## config.mk

```make
export PLATFORM = sky130hd
export DESIGN_NAME = mic1_mem_ctrl
export DESIGN_NICKNAME = d
export VERILOG_FILES = /design/src/rtl/mic1_mem_ctrl.sv
export SDC_FILE = /design/constraint.sdc
export NUM_CORES = 1
export LEC_CHECK = 0
export CAP_MARGIN = 0
export CORE_UTILIZATION = 45
export DETAILED_ROUTE_END_ITERATION = 10
export PLACE_DENSITY = 0.82
export SLEW_MARGIN = 25
export SYNTH_ARGS = -nofsm -noshare
export SYNTH_HDL_FRONTEND = slang
export SYNTH_SLANG_ARGS = --single-unit
```

## constraint.sdc

```tcl
create_clock -name clk -period 2.7 [get_ports clk]
set_clock_uncertainty 0.05 [all_clocks]
set_input_delay 0.54 -clock clk [delete_from_list [all_inputs] [get_ports clk]]
set_output_delay 0.54 -clock clk [all_outputs]
set_load 0.005 [all_outputs]
```

## src/rtl/mic1_mem_ctrl.sv

```systemverilog
// -----------------------------------------------------------------------------
// mic1_mem_ctrl
//   Memory-port controller for a MIC-1 style microarchitecture. It accepts the
//   word read/write (rd/wr) and byte fetch (fetch) requests issued by the
//   current microinstruction. It turns them into transactions on a single-ported
//   req/ready main-memory handshake. It also stalls the microsequencer until
//   every accepted operation has finished.
//
//   When a data operation and a fetch are accepted together, the data operation
//   is serviced first. The fetch then follows back-to-back.
//
//   Ports
//     clk, resetn             clock; asynchronous active-low reset
//     rd, wr, fetch           request strobes from the microinstruction
//     mar, mdr, pc            current datapath register values
//     stall                   hold MIR/MPC while an operation is outstanding
//     mdr_we, mdr_rdata       one-cycle MDR load strobe and read word
//     mbr_we, mbr_rdata       one-cycle MBR load strobe and fetched byte
//     mem_req, mem_we,        memory request, write enable, word address and
//     mem_addr, mem_wdata     write data; held stable until completion
//     mem_rdata, mem_ready    memory read data and completion handshake
//     err                     sticky error: rd+wr conflict or request timeout
// -----------------------------------------------------------------------------
module mic1_mem_ctrl #(
    parameter int unsigned TIMEOUT = 16
) (
    input  logic        clk,
    input  logic        resetn,
    input  logic        rd,
    input  logic        wr,
    input  logic        fetch,
    input  logic [31:0] mar,
    input  logic [31:0] mdr,
    input  logic [31:0] pc,
    output logic        stall,
    output logic        mdr_we,
    output logic [31:0] mdr_rdata,
    output logic        mbr_we,
    output logic [7:0]  mbr_rdata,
    output logic        mem_req,
    output logic        mem_we,
    output logic [31:0] mem_addr,
    output logic [31:0] mem_wdata,
    input  logic [31:0] mem_rdata,
    input  logic        mem_ready,
    output logic        err
);

    localparam int unsigned CW = $clog2(TIMEOUT + 1);

    typedef enum logic [1:0] {
        IDLE,
        DATA,
        FETCH
    } state_t;

    state_t          state;
    logic            fetch_pend;   // a fetch was accepted alongside the data op
    logic            data_is_rd;   // the data op in flight is a read
    logic [29:0]     fetch_word;   // word address of the queued fetch
    logic [1:0]      lane;         // byte lane of the fetch
    logic [CW-1:0]   wait_cnt;

    logic            done;
    logic            expire;
    logic            finish;
    logic            unused_mar_hi;

    // MAR is a word index; its two top bits shift out of the byte address.
    assign unused_mar_hi = ^mar[31:30];

    // mem_req is high exactly while in DATA or FETCH. So done is the only
    // qualification of mem_ready that is needed.
    assign done   = mem_req & mem_ready;
    assign expire = (wait_cnt == CW'(TIMEOUT - 1));
    assign finish = done | expire;

    // Stall comes straight from the state register. It therefore rises on the
    // accepting edge and falls on the edge that finishes the last operation.
    assign stall = (state != IDLE);

    always_ff @(posedge clk or negedge resetn) begin
        if (!resetn) begin
            state      <= IDLE;
            fetch_pend <= 1'b0;
            data_is_rd <= 1'b0;
            fetch_word <= '0;
            lane       <= '0;
            wait_cnt   <= '0;
            mem_req    <= 1'b0;
            mem_we     <= 1'b0;
            mem_addr   <= '0;
            mem_wdata  <= '0;
            mdr_we     <= 1'b0;
            mdr_rdata  <= '0;
            mbr_we     <= 1'b0;
            mbr_rdata  <= '0;
            err        <= 1'b0;
        end else begin
            // NOTE: sequential state uses non-blocking assignments only. The
            // strobes get a default here and are then overridden below. This
            // makes them single-cycle pulses without any extra clearing logic.
            mdr_we <= 1'b0;
            mbr_we <= 1'b0;

            case (state)
                IDLE: begin
                    wait_cnt <= '0;
                    if (rd || wr) begin
                        state      <= DATA;
                        mem_req    <= 1'b1;
                        mem_we     <= wr;
                        data_is_rd <= rd && !wr;   // wr wins a rd+wr conflict
                        mem_addr   <= {mar[29:0], 2'b00};
                        mem_wdata  <= mdr;
                        fetch_pend <= fetch;
                        fetch_word <= pc[31:2];
                        lane       <= pc[1:0];
                        if (rd && wr)
                            err <= 1'b1;
                    end else if (fetch) begin
                        state    <= FETCH;
                        mem_req  <= 1'b1;
                        mem_we   <= 1'b0;
                        mem_addr <= {pc[31:2], 2'b00};
                        lane     <= pc[1:0];
                    end
                end

                DATA: begin
                    if (finish) begin
                        // A read always loads MDR; on a timeout it loads zero.
                        if (data_is_rd) begin
                            mdr_we    <= 1'b1;
                            mdr_rdata <= done ? mem_rdata : '0;
                        end
                        if (!done)
                            err <= 1'b1;
                        wait_cnt <= '0;
                        mem_we   <= 1'b0;
                        if (fetch_pend) begin
                            // mem_req stays high; only the address changes.
                            state      <= FETCH;
                            mem_addr   <= {fetch_word, 2'b00};
                            fetch_pend <= 1'b0;
                        end else begin
                            state   <= IDLE;
                            mem_req <= 1'b0;
                        end
                    end else begin
                        wait_cnt <= wait_cnt + 1'b1;
                    end
                end

                FETCH: begin
                    if (finish) begin
                        mbr_we    <= 1'b1;
                        mbr_rdata <= done ? mem_rdata[{lane, 3'b000} +: 8] : '0;
                        if (!done)
                            err <= 1'b1;
                        wait_cnt <= '0;
                        state    <= IDLE;
                        mem_req  <= 1'b0;
                    end else begin
                        wait_cnt <= wait_cnt + 1'b1;
                    end
                end

                default: begin
                    state   <= IDLE;
                    mem_req <= 1'b0;
                    mem_we  <= 1'b0;
                end
            endcase
        end
    end

endmodule

```

**Word level (Yosys, flattened, before mapping)**

Cells that the tools add are included.

- Output and inout port bits: 110
- Bits of input ports: 134
- Word-level logic and storage cells: 90
- Bits in registers: 150

- Add/subtract/negate cells: 1
- Bitwise operators: 3
- Reduce and logical (&&, ||, !) cells: 20
- Equal/unequal tests: 12
- Shift operators: 1
- Muxes and demuxes: 38

Operators with widths:

| kind | number |
|---|---|
| 32-bit 2-to-1 mux | 5 |
| 32-bit case mux with 2 select lines | 1 |
| 32-bit by 6-bit variable part select with 8-bit output | 1 |
| 1-bit 2-to-1 mux | 17 |
| 2-bit 2-to-1 mux | 7 |
| 2-bit != test (second input constant) | 7 |
| 3-bit AND reduction | 4 |
| 5-bit case mux with 2 select lines | 1 |
| 8-bit 2-to-1 mux | 1 |
| 4-bit AND reduction | 2 |
| 2-bit nonzero test | 4 |
| 1-bit case mux with 3 select lines | 2 |
| 2-bit case mux with 3 select lines | 1 |
| 2-bit AND reduction | 3 |
| 5-bit by 1-bit adder with 5-bit output (second input constant) | 1 |
| 5-bit by 4-bit == test with 1-bit output (second input constant) | 1 |
| 5-bit 2-to-1 mux | 1 |
| 5-bit AND reduction | 1 |
| 1-bit case mux with 2 select lines | 2 |
| 3-bit != test (second input constant) | 1 |
| 2-bit by 1-bit == test with 1-bit output (second input constant) | 1 |
| 2-bit == test (second input constant) | 1 |
| 1-bit logical AND | 2 |
| 2-bit zero test | 1 |
| other kinds (7) | 7 |

**Depth between registers and ports, before layout**

Gate-level depths: netlist of run 1.

- Word-level depth: 4
- Mapped depth: 9
- Gate-level depth less buffers: 7

**Worst setup path before layout of run 1**

Ideal clock, no wire load.

- Kind: flip-flop to flip-flop
- From: register wait_cnt[0]
- To: register mdr_rdata[15]
- Path slack: 667 ps
- Library setup time: 83 ps
- Arrival: 1901 ps
- Stages on the path, launching flop included: 10
- Period minus slack after synthesis: 2033 ps
- Data required time: 2567 ps
- Buffers on the path: 2
- Path through: dfrtp_1 > ha_1 > and3_1 > ha_1 > a21o_1 > nand3_1 > clkbuf_1 > clkbuf_1 > nand2_1 > o21ai_0

- Word-level cells in the longest chain between the ends: 3

Ends and longest elaborated chain:

| element | line | RTL |
|---|---|---|
| start, declared | 62 | `logic [CW-1:0] wait_cnt;` |
| start signal, assigned | 151 | `wait_cnt <= wait_cnt + 1'b1;` |
| start signal, assigned | 165 | `wait_cnt <= wait_cnt + 1'b1;` |
| 5-bit by 4-bit == test with 1-bit output | 75 | `assign expire = (wait_cnt == CW'(TIMEOUT - 1));` |
| 1-bit OR | 76 | `assign finish = done \| expire;` |
| 3-bit AND reduction (no source line) | - |  |
| end signal, assigned | 135 | `mdr_rdata <= done ? mem_rdata : '0;` |
| end, declared | 37 | `output logic [31:0] mdr_rdata,` |

Every way passes these cells.
A chain may end at the register's enable or synchronous reset.

**Worst setup path in the final report of run 1**

- From: register state[1]
- To: output stall

- Word-level cells in the longest chain between the ends: 1

Ends and longest elaborated chain:

| element | line | RTL |
|---|---|---|
| start, declared | 57 | `state_t state;` |
| start signal, assigned | 84 | `state <= IDLE;` |
| start signal, assigned | 110 | `state <= DATA;` |
| start signal, assigned | 122 | `state <= FETCH;` |
| 2-bit nonzero test | 80 | `assign stall = (state != IDLE);` |
| end, declared | 35 | `output logic stall,` |

Every way passes these cells.

==> summary.md, run 1 <==
| Metric | Value |
|---|---|
| Power per Cell Area | `1130 nW/um^2` |
| Worst-case clock buffer depth | `2` |
| F_max | `405 MHz` |
| Grt ovf | `0` |
| Slew HR | `between 40% and 50%` |
| CP startpoint kind | `register` |
| # nets final | `930` |
| Post-Syn Area | `6660 um^2` |
| Synth Warn # | `0` |
| Crit. End Element | `output pin` |
| Final Max Slew Viols | `0` |
| Port Buffers | `239` |
| Post-CTS setup buffers | `0` |
| # setup viols final | `0` |
| Router iterations before antenna repair | `5` |
| Status | `complete, no violations` |
| # H-tree levels | `4` |
| R2R setup slack | `about 0.36 ns` |
| DIE WIDTH | `124 um` |
| TritonCTS clock tree | `done` |
| Pin count of the biggest net entering global routing | `86` |
| Die Footprint | `about 15000 um^2` |
| # DRC | `0` |
| Top cells by area, synth | `dfrtp_1 (56%), mux2_2 (11%), a32o_1 (5.6%)` |
| Post-synth EDFFs | `0` |
| Vias after detailed routing | `5519` |
| Critical Path RT | `2.11 ns` |
| MaxCap Viol Count | `0` |
| Reg clk slew, reported paths | `0.05 ns` |
| Antenna Nets Post-Route | `0` |
| Dpl hpwl | `approximately 13 mm` |
| Slew @ Worst Pin | `0.802 ns` |
| Post-layout minimum cycle time | `~2.5 ns` |
| Layout cells sized above 1 | `around 16%` |
| Setup TNS | `0 ns` |
| Avg Vias per Cell | `5.60` |
| Yosys reg bits | `148` |
| Initial Utilization | `approximately 46%` |
| Site Rows | `44` |
| Cts bufs inserted | `17` |
| Async set-reset flop share out of synthesis | `between 90% and 100%` |
| Syn Inst Count | `between 500 and 600` |
| DR WL/cell | `between 15 and 20 um` |
| Synth top area share | `55.6%` |
| Skew-Pair Late Insertion Delay | `about 0.4 ns` |
| VDD IR max | `614 uV` |
| Core area | `14500 um^2` |
| CTS Sinks | `between 100 and 150` |
| WP data arrival | `~1.9 ns` |
| Seq/Total Area, Yosys | `55.6%` |
| Vias in the first global route | `5826` |
| Synth area leader | `dfrtp_1` |
| Chip height | `124 um` |
| Initial antenna violation count | `0` |
| Setup CP Type | `reg2out` |
| Final period util | `between 90% and 100%` |
| 1st-iter DRT viols | `288` |
| Synthesized area per cell | `11.8 um^2` |
| Pwr Total | `about 0.011 W` |
| Critical path fanouts, max | `10` |
| RSZ-0062 raised after global routing | `no` |
| Total GRT Usage | `25.3%` |
| Type of the worst min-delay path | `reg2reg` |
| Synth unique cells | `36` |
| # IOs | `244` |
| Ant. Diodes | `0` |
| Routed Wire Length | `18.9 mm` |
| Routability cong. | `around 0.83` |
| Final hold vios | `0` |
| First-pass GRT wire length | `29.1 mm` |
| Pleak | `4.07 nW` |
| Area growth from synthesis to layout | `48.1%` |
| Root Buffer | `clkbuf_16` |
| Top_reg_cell synth | `dfrtp_1` |
[through the flow]
| step | instances | hold slack, ns | util [%] | area [um^2] | worst slack [ns] |
|---|---|---|---|---|---|
| 6_report | 985 | 0.413 | 68.1 | 9860 | 0.233 |
| 3_3_place_gp | 954 | 0.397 | 63.8 | 9240 | 0.143 |
| 2_1_floorplan | 564 | 0.194 | - | 6670 | 0.667 |
| 3_5_place_dp | 954 | 0.402 | 63.8 | 9240 | 0.115 |
| 4_1_cts | 985 | 0.414 | 68.1 | 9860 | 0.105 |
| 5_1_grt | 985 | 0.423 | 68.1 | 9860 | 0.0953 |
[registers in the layout, indices dropped and copies added (netlist names)]
| register | cells |
|---|---|
| mem_wdata | 32 |
| wait_cnt | 5 |
| data_is_rd | 1 |
| fetch_word | 30 |
| lane | 2 |
| err | 1 |
| mdr_rdata | 32 |
| mem_we | 1 |
| fetch_pend | 1 |
| mbr_rdata | 8 |
| mbr_we | 1 |
| mdr_we | 1 |
| mem_addr | 30 |
| state | 2 |
| mem_req | 1 |
[cells in the final DEF, fill, tap and decap left out, drive strengths merged, types with 3 or more instances in the layout]
cell / n
buf: 17
mux2: 65
a21o: 3
clkdlybuf4s50: 238
a32o: 37
ha: 6
clkinv: 5
o21ai: 44
a21oi: 65
mux4: 8
inv: 8
o31ai: 3
dfrtp: 148
mux2i: 29
clkbuf: 20
nand3: 3
nand2: 77
bufinv: 4
[timing repair]
item	in CTS	in global routing
endpoints found under the setup margin	0	1
hold buffers	1	0
endpoints found under the hold margin	34	0
resized for setup	0	1
[cells by family (layout without fill, tap and decap cells)]
group / Yosys count / in the layout / synth area share, %
AOI/OAI and AO/OA: 159 / 159 / 15.5
DFF: 148 / 148 / 55.6
muxes: 102 / 102 / 18.0
and+or+nand+nor: 90 / 90 / 5.56
buffers and inverters: 57 / 294 / 4.13
adders and majority gates: 6 / 6 / 1.13
other: 1 / 2 / 0.0563
[final cells by class]
| class | instances | area, um^2 |
|---|---|---|
| well taps | 184 | 230 |
| fillers | 1052 | 4610 |
| inverters | 8 | 30.0 |
| clock inverters | 10 | 156 |
| clock buffers | 20 | 457 |
| flip-flops and latches | 148 | 3700 |
| multi-input cells | 359 | 2710 |
| repair buffers | 256 | 2570 |
[cell usage after synthesis (all sizes together), types with 2 or more instances]
library cell / count
mux4: 8
o21ai: 44
ha: 6
a21o: 3
mux2: 65
and2: 2
clkbuf: 28
nor2: 2
inv: 8
mux2i: 29
buf: 21
nand3: 3
o31ai: 3
a21oi: 65
a32o: 37
a211oi: 2
nand2: 77
dfrtp: 148
o21bai: 2
[where the power goes]
part | leakage, nW | internal [W] | switching [W] | total (W)
clock | 0.301 | 0.00158 | 0.000866 | 0.00244
sequential | 1.83 | 0.00323 | 0.000619 | 0.00384
combinational | 1.93 | 0.00283 | 0.00202 | 0.00485
total | 4.07 | 0.00763 | 0.00350 | 0.0111
[critical path: stages, from the launching register on]
cell and delay, ns:
dfrtp_1 0.40, inv_1 0.11, ha_2 0.28, buf_4 0.18, inv_1 0.04, clkdlybuf4s50_1 0.46
[routing by layer]
layer | up-vias | global-route usage [%] | wire length (um)
li1 | 2497 | - | -
met1 | 2764 | 28.6 | 7240
met2 | 206 | 42.7 | 9770
met3 | 52 | 7.60 | 1200
met4 | 0 | 13.9 | 737
met5 | - | 0 | 0
[worst paths after layout]
path                                  to  cells after the start      from
max in group asynchronous  mdr_rdata[21]                      3    resetn
min in group asynchronous  fetch_word[3]                      2    resetn
hold / removal                       err                      1       err
setup reg to reg            mem_addr[17]                      6  state[1]
hold reg to reg                      err                      1       err
setup / recovery                   stall                      5  state[1]
Power figures use the tool's default switching activity.
==> run 2: changes to the inputs <==
Settings changed: CTS_CLUSTER_SIZE set to 30, RECOVER_POWER set to 25.
==> run 2 against run 1 <==
Compared with the run above:
- register-to-register slack about the same
- clock-buffer cell count unchanged
- setup slack got worse by 0.011 ns
- combinational power about the same
- non-clock buffer count stayed put
- first-iteration DRC count grew 3.8%
==> summary.md, run 2 (synthesis gave the netlist of run 1 again) <==
| Metric | Value |
|---|---|
| Status | `complete, no violations` |
| # DRC | `0 (unchanged)` |
| CP most frequent cell | `inv_1` |
| # nets final | `930 (unchanged)` |
| VDD IR max | `612 uV (-0.26%)` |
| # H-tree levels | `4 (unchanged)` |
| Power per Cell Area | `1130 nW/um^2 (+0.26%)` |
| # setup viols final | `0 (unchanged)` |
| RSZ-0062 raised after global routing | `no` |
| Post-CTS setup buffers | `0 (unchanged)` |
| Hold slack final | `0.413 ns (-0.000264 ns)` |
| Root Buffer | `clkbuf_16` |
| Top Registers | `mdr_rdata x32, mem_wdata x32` |
| R2R setup slack | `0.36 ns (about the same)` |
| # IOs | `244 (unchanged)` |
| Critical path fanouts, max | `10 (unchanged)` |
| Area growth from synthesis to layout | `47.8%` |
| Skew-Pair Late Insertion Delay | `0.42 ns (about the same)` |
| Cell family with most CP delay | `buffers and inverters` |
| RR Endpoint | `mem_addr[17]` |
| Dpl hpwl | `13.4 mm (unchanged)` |
| MaxCap Viol Count | `0 (unchanged)` |
| Vias after detailed routing | `5530 (+0.20%)` |
| Die Footprint | `15300 um^2 (unchanged)` |
| Crit path buffers/inverters | `4 (unchanged)` |
| Hold Path End | `err` |
| Worst-case clock buffer depth | `2 (unchanged)` |
| F_max | `404 MHz (-0.46%)` |
| Total GRT Usage | `25.3% (unchanged)` |
| WP data arrival | `1.89 ns (about the same)` |
| Routed Wire Length | `19.0 mm (+0.45%)` |
| Final Max Slew Viols | `0 (unchanged)` |
| DIE WIDTH | `124 um (unchanged)` |
| Peak per-stage delay on the critical path | `0.51 ns (+0.05 ns)` |
| Setup TNS | `0 ns (unchanged)` |
| Antenna Nets Post-Route | `0 (unchanged)` |
| Most frequent cells in the layout | `clkdlybuf4s50_1 (238), dfrtp_1 (148), nand2_1 (77)` |
| Pleak | `4.06 nW (-0.13%)` |
| Crit. End Element | `output pin` |
| Reg clk slew, reported paths | `0.05 ns (about the same)` |
| CTS Sinks | `148 (unchanged)` |
| Initial Utilization | `46.0% (unchanged)` |
| Critical Path RT | `2.11 ns (about the same)` |
| Initial antenna violation count | `0 (unchanged)` |
| Site Rows | `44 (unchanged)` |
| Hold_sp | `err` |
| Pin count of the biggest net entering global routing | `86 (unchanged)` |
| DR WL/cell | `19.3 um (+0.45%)` |
| WHS Path Cells | `1 (unchanged)` |
| 1st-iter DRT viols | `299 (+3.8%)` |
| Vias in the first global route | `5826 (unchanged)` |
| Crit path max-delay cell type | `clkdlybuf4s50_1` |
| Cts bufs inserted | `17 (unchanged)` |
| Final period util | `91.8% (+0.42 points)` |
| Grt ovf | `0 (unchanged)` |
| Avg Vias per Cell | `5.61 (+0.20%)` |
| Layout cells sized above 1 | `16.0% (unchanged)` |
| Routability cong. | `0.826 (unchanged)` |
| Register area | `3700 um^2 (unchanged)` |
| Commonest non-fill, non-tap cell in the layout | `clkdlybuf4s50_1` |
| Slew HR | `22.6% (-24 points)` |
| Router iterations before antenna repair | `5 (unchanged)` |
| Type of the worst min-delay path | `reg2reg` |
| Slew @ Worst Pin | `1.16 ns (+0.358 ns)` |
| Post-layout minimum cycle time | `2.48 ns (+0.0113 ns)` |
| Multi-input gate area | `2710 um^2 (unchanged)` |
| Origin of the critical flop-to-flop path | `state[0]` |
| # fillers | `1054 (+0.19%)` |
| Setup CP Type | `reg2out` |
| Worst r2r path cells | `6 (unchanged)` |
| Crit-path cells | `inv_1 -> ha_2 -> buf_4 -> inv_1 -> clkdlybuf4s50_1` |
| Final hold vios | `0 (unchanged)` |
| Ant. Diodes | `0 (unchanged)` |
| Chip height | `124 um (unchanged)` |
| Port Buffers | `239 (unchanged)` |
| Core area | `14500 um^2 (unchanged)` |
| CP startpoint kind | `register` |
| First-pass GRT wire length | `29.1 mm (unchanged)` |
| TritonCTS clock tree | `done` |
[run 2: layout make-up]
cell class	count	area share [%]
Clock buffer	20	4.64
Clock inverter	10	1.59
Sequential cell	148	37.6
Inverter	8	0.305
Timing Repair Buffer	256	26.0
Tap cell	184	2.34
Multi-Input combinational cell	359	27.6
[run 2: power by group]
part / internal (W) / leakage [nW] / total [W] / switching [W]
Sequential: 0.00323 / 1.83 / 0.00385 / 0.000620
Combinational: 0.00283 / 1.93 / 0.00485 / 0.00203
Clock: 0.00158 / 0.301 / 0.00245 / 0.000871
Total: 0.00763 / 4.06 / 0.0111 / 0.00352
[run 2: per-stage QoR]
| step | power [W] | util, % | worst slack [ns] | cell area, um^2 | instances |
|---|---|---|---|---|---|
| 2_1_floorplan | 0.00631 | - | 0.667 | 6670 | 564 |
| 3_3_place_gp | 0.00841 | 63.8 | 0.143 | 9240 | 954 |
| 3_5_place_dp | 0.00870 | 63.8 | 0.115 | 9240 | 954 |
| 4_1_cts | 0.0112 | 68.1 | 0.105 | 9860 | 985 |
| 5_1_grt | 0.0118 | 68.0 | 0.0953 | 9850 | 985 |
| 6_report | 0.0111 | 68.0 | 0.222 | 9850 | 985 |
[run 2: how the worst max path moves through the flow]
stage	startpoint	to	slack, ns	depth (start not counted)
final	state[0]	stall	0.22	5
after global routing	state[0]	stall	0.1	5
after CTS	state[0]	stall	0.11	5
after detailed placement	wr	mem_addr[5]	0.11	5
after global placement	wr	mem_addr[4]	0.14	5
after floorplan	wait_cnt[0]	mdr_rdata[15]	0.67	9
[run 2: per-layer routing]
| layer | part of all wire [%] | GRT usage (%) | vias to the layer above |
|---|---|---|---|
| li1 | - | - | 2496 |
| met1 | 38 | 28.6 | 2758 |
| met2 | 51 | 42.7 | 221 |
| met3 | 6.4 | 7.60 | 55 |
| met4 | 4.0 | 13.9 | 0 |
| met5 | 0 | 0 | - |
[run 2: repair_timing]
action                                  4_1_cts  5_1_grt
gates resized for setup                       0        1
endpoints found under the setup margin        0        1
hold buffers                                  1        0
hold endpoints to repair                     34        0
